--- src/rtl/game_ctrl_pkg.sv ---
// Shared definitions for the game-loop control sequencer and its frame timer.
package game_ctrl_pkg;

    typedef enum logic [1:0] {
        CHECK      = 2'd0,
        START      = 2'd1,
        WAIT       = 2'd2,
        FRAME_WAIT = 2'd3
    } seq_state_t;

    localparam int GRANT_NONE          = 0;
    localparam int DEFAULT_FRAME_TICKS = 1700000;

endpackage

--- src/rtl/frame_timer.sv ---
// Free-running frame pacer: pulses tick for one cycle every FRAME_TICKS cycles.
module frame_timer
    import game_ctrl_pkg::*;
#(
    parameter int FRAME_TICKS = DEFAULT_FRAME_TICKS
)(
    input  logic clock,
    input  logic reset,
    output logic tick
);

    localparam int CW = (FRAME_TICKS > 1) ? $clog2(FRAME_TICKS) : 1;
    localparam logic [CW-1:0] RELOAD = CW'(FRAME_TICKS - 1);

    logic [CW-1:0] count;

    always_ff @(posedge clock or posedge reset) begin
        if (reset) begin
            count <= RELOAD;
        end else if (count == '0) begin
            count <= RELOAD;
        end else begin
            count <= count - 1'b1;
        end
    end

    assign tick = (count == '0);

endmodule

--- src/rtl/task_sequencer.sv ---
// Game-loop sequencer: walks a chain of sub-units over start/done handshakes,
// grants the shared resources to the active unit and paces the loop to frame ticks.
module task_sequencer
    import game_ctrl_pkg::*;
#(
    parameter int NUM_TASKS   = 6,
    parameter int LOOP_START  = 1,
    parameter int FRAME_TICKS = DEFAULT_FRAME_TICKS,
    parameter int TIMEOUT     = 1048576,
    localparam int IDXW       = (NUM_TASKS > 1) ? $clog2(NUM_TASKS) : 1
)(
    input  logic                 clock,
    input  logic                 reset,
    input  logic [NUM_TASKS-1:0] enable_mask,
    input  logic [NUM_TASKS-1:0] done,
    input  logic                 restart,
    output logic [NUM_TASKS-1:0] start,
    output logic [NUM_TASKS-1:0] grant,
    output logic [IDXW-1:0]      cur_task,
    output logic                 frame_tick,
    output logic [15:0]          frame_count,
    output logic                 busy,
    output logic                 timeout_err
);

    localparam int TW = (TIMEOUT > 1) ? $clog2(TIMEOUT) : 1;
    localparam logic [IDXW-1:0]      LAST_IDX     = IDXW'(NUM_TASKS - 1);
    localparam logic [IDXW-1:0]      LOOP_IDX     = IDXW'(LOOP_START);
    localparam logic [TW-1:0]        TIMEOUT_LAST = TW'(TIMEOUT - 1);
    localparam logic [NUM_TASKS-1:0] ONE_HOT0     = NUM_TASKS'(1);
    localparam logic [NUM_TASKS-1:0] NO_GRANT     = NUM_TASKS'(GRANT_NONE);

    seq_state_t    state;
    logic [TW-1:0] wait_cnt;
    logic          done_seen;
    logic          timed_out;
    logic          is_last;

    frame_timer #(
        .FRAME_TICKS(FRAME_TICKS)
    ) u_frame_timer (
        .clock(clock),
        .reset(reset),
        .tick (frame_tick)
    );

    assign done_seen = done[cur_task];
    assign timed_out = (TIMEOUT > 0) && (wait_cnt == TIMEOUT_LAST);
    assign is_last   = (cur_task == LAST_IDX);
    assign busy      = (state != FRAME_WAIT);

    // Restart outranks every transition; a timeout advances the chain as if done had arrived.
    always_ff @(posedge clock or posedge reset) begin
        if (reset) begin
            state       <= CHECK;
            cur_task    <= '0;
            start       <= '0;
            grant       <= NO_GRANT;
            frame_count <= '0;
            timeout_err <= 1'b0;
            wait_cnt    <= '0;
        end else if (restart) begin
            state       <= CHECK;
            cur_task    <= '0;
            start       <= '0;
            grant       <= NO_GRANT;
            timeout_err <= 1'b0;
            wait_cnt    <= '0;
        end else begin
            start <= '0;
            case (state)
                CHECK: begin
                    if (enable_mask[cur_task]) begin
                        state <= START;
                        start <= ONE_HOT0 << cur_task;
                    end else if (is_last) begin
                        state <= FRAME_WAIT;
                    end else begin
                        cur_task <= cur_task + 1'b1;
                    end
                end
                START: begin
                    state    <= WAIT;
                    grant    <= ONE_HOT0 << cur_task;
                    wait_cnt <= '0;
                end
                WAIT: begin
                    if (done_seen || timed_out) begin
                        if (!done_seen) begin
                            timeout_err <= 1'b1;
                        end
                        grant <= NO_GRANT;
                        if (is_last) begin
                            state <= FRAME_WAIT;
                        end else begin
                            cur_task <= cur_task + 1'b1;
                            state    <= CHECK;
                        end
                    end else begin
                        wait_cnt <= wait_cnt + 1'b1;
                    end
                end
                FRAME_WAIT: begin
                    if (frame_tick) begin
                        cur_task    <= LOOP_IDX;
                        frame_count <= frame_count + 16'd1;
                        state       <= CHECK;
                    end
                end
                default: begin
                    state <= CHECK;
                end
            endcase
        end
    end

endmodule

--- config.mk ---
export PLATFORM = sky130hd
export DESIGN_NAME = task_sequencer
export DESIGN_NICKNAME = d
export VERILOG_FILES = /design/src/rtl/game_ctrl_pkg.sv /design/src/rtl/frame_timer.sv /design/src/rtl/task_sequencer.sv
export SDC_FILE = /design/constraint.sdc
export NUM_CORES = 1
export LEC_CHECK = 0
export CAP_MARGIN = 25
export CORE_MARGIN = 5
export CORE_UTILIZATION = 55
export CTS_CLUSTER_DIAMETER = 100
export DETAILED_ROUTE_END_ITERATION = 10
export PLACE_DENSITY = 0.79
export SLEW_MARGIN = 25
export SYNTH_ARGS = -nofsm -noshare
export SYNTH_HDL_FRONTEND = slang
export SYNTH_SLANG_ARGS = --single-unit
--- constraint.sdc ---
create_clock -name clock -period 3.2 [get_ports clock]
set_input_delay 0.32 -clock clock [delete_from_list [all_inputs] [get_ports clock]]
set_output_delay 0.32 -clock clock [all_outputs]
set_load 0.02 [all_outputs]
==> results.md <==
* Status: complete, no violations
* Max Cap Violations at 0
* Final instance count without filler cells at around 530
* Commonest cells after routing, fill and taps aside: dfrtp_1 (62), clkdlybuf4s50_1 (48), nor2_1 (33), nand2_1 (31), a21oi_1 (19)
* Starting Density at 0.567
* Clock Power Share at 0.321
* DRC at 0
* CTS max path bufs at 2
* DP HPWL at roughly 6000 um
* I/O Buffers at 48
* Max IR drop VDD at 0.339 mV
* Worst Hold Class: input pin to asynchronous set/reset pin
* Post-Route WL at 8600 um
* Seq cells post-synth at 75
* Rel. slew slack at 0.372
* CP max FO at 6
* Clk root buf: clkbuf_8
* Cell row count at 30
* Post-synth cell types at 58
* CP max stage delay at 600 ps
* Die H at between 90 and 100 um
* Post-Synthesis Cells at 380
* Post-CTS Setup Bufs at 0
* Share of synthesized registers carrying an async set or reset at 1.00
* EDFF count, synth at 0
* Clk_skew at 6.04 ps
* Largest net degree at the start of global routing at 76
* CTS Hold Bufs at 0
* Layout cells sized above 1 at 0.126
* Vias at 3120
* GPL Wtd Cong at 0.839
* Synthesized netlist net count at 403
* Cell Area, Synth at roughly 3900 um^2
* Worst path cell trace: nor4_2 > and3_1 > and4b_1 > clkdlybuf4s50_1
* Grt total ovfl at 0
* Share of total power in combinational logic at 0.249
* Die area at just under 9000 um^2
* Setup CP Type: flop to output port
* Crit path capture type: output port
* Critical-path top delay cell: clkdlybuf4s50_1
* CP arrival at between 2000 and 2500 ps
* WP data required at 2880 ps
* IO Count at 49
* Startpoint Class: flop
* Post-CTS Resized at 0
* Syn avg cell area at 10.2 um^2
* Area Growth Syn to Fin at 21.4%
* WL/cell at 16.1 um
* Sequential share of power at 0.430
* # diodes at 0
* Max frequency at about 370 MHz
* Most common cell after layout, fill and taps aside: dfrtp_1
* Total core area at 6830 um^2
* LEAKAGE at 1.91 nW
* Period utilization at 0.850
* Clock transition at path regs at about 80 ps
* Internal power at 1.72 mW
* Routed vias/inst at approximately 5.8
* CTS Buf Count at 9
* Post-synthesis sequential area ratio at 0.489
* Setup violators final at 0
* Layout net count at 456
* CTS H-Tree Depth at 3
* Sw frac at 0.326
* Worst-Margin Slew at 939 ps
* RSZ-0062 raised after global routing: false
* Fin crit period at ~2700 ps
* Hold slack at 376 ps
* Initial detailed-routing violation count at roughly 160
* First-pass GRT wire length at 14500 um
* CTS tree: done
* Vias in the first global route at slightly above 3000
* Sw Pwr at around 0.83 mW
* Sink Count at 75
* DRT Pass-1 Iters at 4
* Worst-Skew Late Latency at 350 ps
* Slew Viols, Final at 0
* Dominant synthesized flop cell: dfrtp_1
* Power Density at roughly 540 nW/um^2
* Die W at 93.9 um
* Final setup TNS at 0 ps
* Syn. warnings at 0
* Total global-route track usage at 0.207
* Initial antenna violation count at 0
* DRT antenna net count at 0
* # placed instances at between 500 and 600
* Endpoints failing hold at 0
==> power groups by stage <==
| stage | registers (mW) | clock network [mW] | logic [mW] |
|---|---|---|---|
| finish | 1.09 | 0.816 | 0.635 |
| CTS | 1.09 | 0.832 | 0.632 |
| global route | 1.11 | 0.876 | 0.691 |
| floorplan | 1.11 | 0 | 0.409 |
| detailed placement | 1.11 | 0 | 0.627 |
| global placement | 1.11 | 0 | 0.617 |
==> worst max-delay path, delay by kind of cell (launching register included) <==
family | cells | cell delay (ps)
buffers and inverters | 1 | 600
flip-flops | 1 | 420
AND/OR/NAND/NOR | 3 | 1040
==> cell families after synthesis <==
logic type | after synthesis | share of synthesized area
buffers and inverters | 27 | 0.0265
and+or+nand+nor | 153 | 0.226
muxes | 9 | 0.0291
AOI/OAI and AO/OA | 80 | 0.140
DFF | 75 | 0.489
adders and majority gates | 8 | 0.0258
xor gates and xnor gates | 28 | 0.0633
==> flip-flops by register name, indices dropped and copies added, names as in the netlist <==
| name | count |
|---|---|
| wait_cnt | 20 |
| frame_count | 16 |
| timeout_err | 1 |
| grant | 6 |
| cur_task | 3 |
| u_frame_timer.count | 21 |
| start | 6 |
| state | 2 |
==> cell usage after synthesis (5+ instances only) <==
master	n	area [um^2]
a21o_1	7	52.6
a21oi_1	19	95.1
a31oi_1	6	37.5
a32o_1	6	60.1
and3_1	8	50.1
and4_1	5	43.8
clkbuf_1	8	30.0
dfrtp_1	62	1550
dfstp_2	13	342
ha_1	8	100
inv_1	17	63.8
nand2_1	31	116
nand3_1	11	55.1
nand4_1	11	68.8
nor2_1	33	124
nor3_1	6	30.0
nor3b_1	7	52.6
o21ai_0	13	65.1
o31ai_1	7	52.6
or3_1	7	43.8
or4_1	7	52.6
xnor2_1	18	158
xor2_1	10	87.6
==> final cells by class <==
| cell class | count | area, um^2 |
|---|---|---|
| timing repair buffer | 52 | 523 |
| inverter | 17 | 63.8 |
| clock inverter | 7 | 98.8 |
| multi-input combinational | 278 | 1880 |
| tap | 96 | 120 |
| fill | 535 | 2130 |
| clock buffer | 9 | 124 |
| sequential | 75 | 1890 |
==> through the flow <==
step                cell area [um^2]  setup slack (ps)   util  power [mW]
floorplan                       3870               839      -        1.52
global placement                4480               531  0.655        1.72
detailed placement              4480               464  0.655        1.74
CTS                             4700               449  0.688        2.56
global route                    4700               339  0.688        2.67
finish                          4700               478  0.688        2.55
==> worst paths after layout <==
check                                  startpoint  cells past startpoint                       to  slack [ps]
max                        u_frame_timer.count[5]                      4               frame_tick         480
min                                         reset                      3  u_frame_timer.count[17]         380
max reg2reg                           cur_task[0]                      5              wait_cnt[9]         520
min reg2reg                u_frame_timer.count[0]                      1   u_frame_timer.count[0]         470
max in group asynchronous                   reset                      3  u_frame_timer.count[20]        2490
min in group clock         u_frame_timer.count[0]                      1   u_frame_timer.count[0]         470
==> routing by layer <==
layer | track usage | routed length (um)
met3 | 0.0545 | 403
met5 | 0 | 0
met4 | 0.0638 | 67
met2 | 0.323 | 4310
met1 | 0.283 | 3820
Power figures use the tool's default switching activity.
